File: src/rtl/serial_alu_seq_if.sv
// Operation/result bundle for the bit-serial ALU sequencer: request, operands,
// handshake status and the registered result with its flags.
interface serial_alu_seq_if #(
    parameter int WIDTH = 64
);
    logic             start;
    logic [2:0]       cntrl;
    logic [WIDTH-1:0] A;
    logic [WIDTH-1:0] B;
    logic             busy;
    logic             done;
    logic [WIDTH-1:0] result;
    logic             negative;
    logic             zero;
    logic             overflow;
    logic             carry_out;

    modport master (
        output start, cntrl, A, B,
        input  busy, done, result, negative, zero, overflow, carry_out
    );

    modport slave (
        input  start, cntrl, A, B,
        output busy, done, result, negative, zero, overflow, carry_out
    );
endinterface

File: src/rtl/serial_alu_seq.sv
// Bit-serial ALU sequencer: one 1-bit ALU slice iterated LSB first over WIDTH
// clocks, with carry and zero chains closed through registers.
module serial_alu_seq #(
    parameter int WIDTH = 64
) (
    input logic            clk,
    input logic            reset,
    serial_alu_seq_if.slave bus
);
    localparam int CW = (WIDTH > 2) ? $clog2(WIDTH) : 1;

    typedef enum logic {
        S_IDLE = 1'b0,
        S_RUN  = 1'b1
    } state_t;

    state_t           state_q, state_d;
    logic [WIDTH-1:0] a_sh_q, a_sh_d;
    logic [WIDTH-1:0] b_sh_q, b_sh_d;
    logic [WIDTH-1:0] res_sh_q, res_sh_d;
    logic [2:0]       op_q, op_d;
    logic             carry_q, carry_d;
    logic             zero_acc_q, zero_acc_d;
    logic [CW-1:0]    cnt_q, cnt_d;
    logic             busy_q, busy_d;
    logic             done_q, done_d;
    logic [WIDTH-1:0] result_q, result_d;
    logic             negative_q, negative_d;
    logic             zero_q, zero_d;
    logic             overflow_q, overflow_d;
    logic             carry_out_q, carry_out_d;

    logic             a_bit_s, b_bit_s, b_eff_s, sum_s, cout_s, slice_s;
    logic             is_arith_s, last_s, zero_next_s;
    logic [WIDTH-1:0] res_next_s;

    // One-bit ALU slice plus next-state computation for the sequencer.
    always_comb begin
        a_bit_s     = a_sh_q[0];
        b_bit_s     = b_sh_q[0];
        b_eff_s     = b_bit_s ^ op_q[0];
        sum_s       = a_bit_s ^ b_eff_s ^ carry_q;
        cout_s      = (a_bit_s & b_eff_s) | (a_bit_s & carry_q) | (b_eff_s & carry_q);
        is_arith_s  = (op_q[2:1] == 2'b01);
        last_s      = (cnt_q == CW'(WIDTH - 1));

        case (op_q)
            3'b000:         slice_s = b_bit_s;
            3'b010, 3'b011: slice_s = sum_s;
            3'b100:         slice_s = a_bit_s & b_bit_s;
            3'b101:         slice_s = a_bit_s | b_bit_s;
            3'b110:         slice_s = a_bit_s ^ b_bit_s;
            default:        slice_s = 1'b0;
        endcase

        res_next_s  = {slice_s, res_sh_q[WIDTH-1:1]};
        zero_next_s = zero_acc_q & ~slice_s;

        state_d     = state_q;
        a_sh_d      = a_sh_q;
        b_sh_d      = b_sh_q;
        res_sh_d    = res_sh_q;
        op_d        = op_q;
        carry_d     = carry_q;
        zero_acc_d  = zero_acc_q;
        cnt_d       = cnt_q;
        busy_d      = busy_q;
        done_d      = 1'b0;
        result_d    = result_q;
        negative_d  = negative_q;
        zero_d      = zero_q;
        overflow_d  = overflow_q;
        carry_out_d = carry_out_q;

        case (state_q)
            S_IDLE: begin
                if (bus.start) begin
                    a_sh_d     = bus.A;
                    b_sh_d     = bus.B;
                    op_d       = bus.cntrl;
                    carry_d    = bus.cntrl[0];
                    zero_acc_d = 1'b1;
                    cnt_d      = {CW{1'b0}};
                    res_sh_d   = {WIDTH{1'b0}};
                    busy_d     = 1'b1;
                    state_d    = S_RUN;
                end else begin
                    state_d    = S_IDLE;
                end
            end
            S_RUN: begin
                a_sh_d     = a_sh_q >> 1;
                b_sh_d     = b_sh_q >> 1;
                res_sh_d   = res_next_s;
                carry_d    = cout_s;
                zero_acc_d = zero_next_s;
                cnt_d      = cnt_q + CW'(1);
                // On the MSB, carry_q is still the carry into that bit, so the
                // overflow term needs no separate capture register.
                if (last_s) begin
                    state_d    = S_IDLE;
                    busy_d     = 1'b0;
                    done_d     = 1'b1;
                    result_d   = res_next_s;
                    negative_d = res_next_s[WIDTH-1];
                    zero_d     = zero_next_s;
                    if (is_arith_s) begin
                        carry_out_d = cout_s;
                        overflow_d  = carry_q ^ cout_s;
                    end else begin
                        carry_out_d = 1'b0;
                        overflow_d  = 1'b0;
                    end
                end else begin
                    state_d    = S_RUN;
                end
            end
            default: begin
                state_d = S_IDLE;
                busy_d  = 1'b0;
            end
        endcase
    end

    // Sequencer state, shift registers and registered outputs.
    always_ff @(posedge clk or posedge reset) begin
        if (reset) begin
            state_q     <= S_IDLE;
            a_sh_q      <= {WIDTH{1'b0}};
            b_sh_q      <= {WIDTH{1'b0}};
            res_sh_q    <= {WIDTH{1'b0}};
            op_q        <= 3'b000;
            carry_q     <= 1'b0;
            zero_acc_q  <= 1'b0;
            cnt_q       <= {CW{1'b0}};
            busy_q      <= 1'b0;
            done_q      <= 1'b0;
            result_q    <= {WIDTH{1'b0}};
            negative_q  <= 1'b0;
            zero_q      <= 1'b0;
            overflow_q  <= 1'b0;
            carry_out_q <= 1'b0;
        end else begin
            state_q     <= state_d;
            a_sh_q      <= a_sh_d;
            b_sh_q      <= b_sh_d;
            res_sh_q    <= res_sh_d;
            op_q        <= op_d;
            carry_q     <= carry_d;
            zero_acc_q  <= zero_acc_d;
            cnt_q       <= cnt_d;
            busy_q      <= busy_d;
            done_q      <= done_d;
            result_q    <= result_d;
            negative_q  <= negative_d;
            zero_q      <= zero_d;
            overflow_q  <= overflow_d;
            carry_out_q <= carry_out_d;
        end
    end

    assign bus.busy      = busy_q;
    assign bus.done      = done_q;
    assign bus.result    = result_q;
    assign bus.negative  = negative_q;
    assign bus.zero      = zero_q;
    assign bus.overflow  = overflow_q;
    assign bus.carry_out = carry_out_q;
endmodule

File: src/flat_wrapper.sv
// flat-port wrapper written by rule: the top's interface ports become plain ports
module serial_alu_seq_flat 
#(
    parameter int WIDTH = 64
)
  (clk, reset, bus_start, bus_cntrl, bus_A, bus_B, bus_busy, bus_done, bus_result, bus_negative, bus_zero, bus_overflow, bus_carry_out);
  serial_alu_seq_if #(.WIDTH(WIDTH)) bus_i ();
  input logic clk;
  input logic reset;
  input wire logic [$bits(bus_i.start)-1:0] bus_start;
  input wire logic [$bits(bus_i.cntrl)-1:0] bus_cntrl;
  input wire logic [$bits(bus_i.A)-1:0] bus_A;
  input wire logic [$bits(bus_i.B)-1:0] bus_B;
  output wire logic [$bits(bus_i.busy)-1:0] bus_busy;
  output wire logic [$bits(bus_i.done)-1:0] bus_done;
  output wire logic [$bits(bus_i.result)-1:0] bus_result;
  output wire logic [$bits(bus_i.negative)-1:0] bus_negative;
  output wire logic [$bits(bus_i.zero)-1:0] bus_zero;
  output wire logic [$bits(bus_i.overflow)-1:0] bus_overflow;
  output wire logic [$bits(bus_i.carry_out)-1:0] bus_carry_out;
  assign bus_i.start = bus_start;
  assign bus_i.cntrl = bus_cntrl;
  assign bus_i.A = bus_A;
  assign bus_i.B = bus_B;
  assign bus_busy = bus_i.busy;
  assign bus_done = bus_i.done;
  assign bus_result = bus_i.result;
  assign bus_negative = bus_i.negative;
  assign bus_zero = bus_i.zero;
  assign bus_overflow = bus_i.overflow;
  assign bus_carry_out = bus_i.carry_out;
  serial_alu_seq #(.WIDTH(WIDTH)) u_core (.clk(clk), .reset(reset), .bus(bus_i));
endmodule
File: config.mk
export PLATFORM = sky130hd
export DESIGN_NAME = serial_alu_seq_flat
export DESIGN_NICKNAME = d
export VERILOG_FILES = /design/src/rtl/serial_alu_seq_if.sv /design/src/rtl/serial_alu_seq.sv /design/src/flat_wrapper.sv
export SDC_FILE = /design/constraint.sdc
export NUM_CORES = 1
export LEC_CHECK = 0
export ABC_AREA = 1
export CORE_ASPECT_RATIO = 1.5
export CORE_MARGIN = 4
export CORE_UTILIZATION = 40
export DETAILED_ROUTE_END_ITERATION = 16
export PLACE_DENSITY = 0.61
export SYNTH_ARGS = -nofsm -noshare
export SYNTH_HDL_FRONTEND = slang
export SYNTH_SLANG_ARGS = --single-unit
File: constraint.sdc
create_clock -name clk -period 11.2 [get_ports clk]
set_clock_uncertainty 0.2 [all_clocks]
set_input_delay 1.12 -clock clk [delete_from_list [all_inputs] [get_ports clk]]
set_output_delay 1.12 -clock clk [all_outputs]
set_load 0.02 [all_outputs]
==> flow_summary.yaml <==
floorplanning:
  fp.dieH_um: 211
  die_w_um: 143
  fp.coreArea_mm2: 0.0268
  initial_core_util_pct: 40.9
  die_area_mm2: 0.0301
  rows: 73
  io_pins: 204
setup_path:
  rr_worst_depth: 8
  worst_ep_required_time_ns: 11.41
  cpPeakStageDelay_ns: 0.65
  crit_path_start_kind: "register"
  crit_type: "register to register"
  endpoint: "u_core.cnt_q[5]"
  r2r-end: "u_core.cnt_q[5]"
  rr_startpoint: "u_core.state_q"
  end_kind: "register"
  path_max_fanout: 74
  cp_data_arrival_time_ns: 3.75
  slowest_stage: "buf_4"
  crit_path_start: "u_core.state_q"
  r2r_slack_ns: 7.66
  path_cells: "buf_4, inv_4, nand2_1, inv_4, buf_4, o21ai_0, o21ai_0, inv_1"
sta:
  min_period_ns: 3.54
  final-hold-violation-count: 0
  worst_pin_slew_ns: 0.956
  relSlewSlack_pct: 36.2
  fin_tns_setup_ns: 0
  holdWs_ns: 0.282
  rsz0062_at_grt: "no"
  finalSetupViolCount: 0
  drv_slew: 0
  fin_crit_sh_pct: 31.6
  max_freq_mhz: 282
grt:
  grt-ovfl-total: 0
  grt_pass1_vias: 8444
  grt_usage_pct: 16.9
  grt_max_degree: 132
  grt_pass1_wl_um: 42000
  antenna_found_initial: 0
yosys:
  ys_seq_area_share_pct: 62.2
  syn_nets: 1243
  ys_ff_latch: 272
  postSynthAreaPerCell_um2: 9.91
  synth_cell_types: 30
  synth.area.top_cells: "dfrtp_1, nand2_1, inv_1"
  synth-warning-count: 0
  synth_top_area_share_pct: 62.2
  netlist_instances: 1105
  synth_area_mm2: 0.0109
  synth_top_area_cell: "dfrtp_1"
pwr:
  cellLeakagePower_nw: 6.23
  finalPower_mw: 3.50
  power.density_mw_per_mm2: 250
  ir_drop_uv: 138
clock_network:
  cts_sinks: 272
  cts_made_buffers: 26
  htreeDepth: 1
  clk_pin_slew_ns: 0.06
  postCtsResizedCells: 0
  cts_tree: "done"
  clock_path_buffers: 3
  root_buffer: "clkbuf_16"
  cts_hold_buf: 0
  cts_setup_buffers: 0
  clock_latency_ns: 0.52
detailed_routing:
  vias: 8102
  ant_nets: 0
  drc: 0
  drt-vias-per-instance: 4.99
  drt-total-wl_um: 25200
  first_pass_iters: 5
  wire_per_inst_um: 15.5
  drt_iter0_drc: 496
final_layout:
  nets: 1409
  final_area_mm2: 0.0140
  drive_gt1_share_pct: 5.90
  utilization_pct: 52.2
  areaGrowthSynthToFinish_pct: 27.6
  num_antenna_cells: 0
min_path:
  hold_depth: 2
  hp-class: "register to register"
job:
  maxCapViolations: 0
run_status:
  status: "complete, no violations"
placed_design:
  dp_hpwl_um: 16100
  port_buffers: 203
  place_congestion: 0.766
  dpl_cell_area_mm2: 0.0131
-- synthesized netlist by cell type, drive strengths merged --
cell type and instances:
ha 3, o22ai 62, inv 144, a22o 1
xnor2 1, o31ai 2, o211ai 35, clkbuf 22
buf 51, xor2 2, dfrtp 272, nand3b 1
o21ai 72, fa 1, nand3 34, o221ai 47
a21oi 2, nand2 319, a22oi 20, nand4 1
a31oi 1, nor2 12
-- through the flow --
| stage | std cells | worst slack, ns |
|---|---|---|
| 3_3_place_gp | 1580 | 7.47 |
| 6_report | 1625 | 7.66 |
| 5_1_grt | 1625 | 7.31 |
| 4_1_cts | 1625 | 7.60 |
| 2_1_floorplan | 1105 | 2.38 |
| 3_5_place_dp | 1580 | 7.50 |
-- report_power, final --
part,total [mW],internal (mW),switching [mW]
registers,1.53,1.36,0.166
logic,1.07,0.471,0.595
clock network,0.902,0.539,0.363
-- cell families (layout without fill, tap and decap cells) --
group,Yosys count,in the layout,share of synthesized area [%]
and+or+nand+nor,367,367,13.2
DFF,272,272,62.2
AOI/OAI and AO/OA,242,242,15.3
buffers and inverters,217,400,8.55
adders and majority gates,4,4,0.526
xor gates and xnor gates,3,3,0.240
-- worst min path at each step --
| stage | start | to |
|---|---|---|
| after floorplan | u_core.res_sh_q[63] | u_core.res_sh_q[63] |
| after global placement | u_core.b_sh_q[63] | u_core.b_sh_q[63] |
| after detailed placement | u_core.bus.result[9] | u_core.bus.result[9] |
| after CTS | u_core.bus.result[9] | u_core.bus.result[9] |
| after global routing | u_core.bus.result[9] | u_core.bus.result[9] |
| final | u_core.bus.result[9] | u_core.bus.result[9] |
-- layout make-up --
type	instances	area [um2]
fillers	2507	12800
flip-flops and latches	272	6810
multi-input cells	616	3200
repair buffers	211	2090
clock buffers	34	752
inverters	144	558
well taps	337	422
clock inverters	11	133
-- per-layer routing --
| metal | track usage (%) | routed length (um) | vias to the layer above |
|---|---|---|---|
| li1 | - | - | 3976 |
| met1 | 21.3 | 10300 | 3921 |
| met2 | 30.3 | 13300 | 175 |
| met3 | 2.66 | 1290 | 30 |
| met4 | 3.80 | 410 | 0 |
| met5 | 0 | 0 | - |
-- state kept, by name, summed over array words and instances (netlist names) --
| register | flops |
|---|---|
| u_core.state_q | 1 |
| u_core.bus.busy | 1 |
| u_core.carry_q | 1 |
| u_core.bus.negative | 1 |
| u_core.bus.overflow | 1 |
| u_core.bus.result | 63 |
| u_core.b_sh_q | 64 |
| u_core.res_sh_q | 63 |
| u_core.zero_acc_q | 1 |
| u_core.a_sh_q | 64 |
| u_core.bus.zero | 1 |
| u_core.bus.carry_out | 1 |
| u_core.op_q | 3 |
| u_core.bus.done | 1 |
| u_core.cnt_q | 6 |
-- worst max-delay path, delay by kind of cell, from the launching register on --
kind	cells	cell delay, ns
AND/OR/NAND/NOR	1	0.25
AO/OA/AOI/OAI	2	0.26
buffers and inverters	5	2.23
flip-flops	1	0.38
-- placed cells by master (no fill, tap or decap), types with 2 or more instances in the layout --
cell type and count:
nor2_1 10, nand2_1 319, clkbuf_8 5, o31ai_1 2, a22oi_1 20, buf_4 8
a21oi_1 2, inv_1 139, o211ai_1 35, nand3_1 33, o21ai_2 16, clkinv_2 7
xor2_1 2, ha_1 3, o21ai_1 52, o21ai_0 4, clkbuf_16 27, bufinv_16 3
clkdlybuf4s50_1 203, inv_4 4, dfrtp_1 271, clkbuf_1 2, nor2_4 2, o221ai_1 47
o22ai_1 62
(Power assumes the default switching activity.)
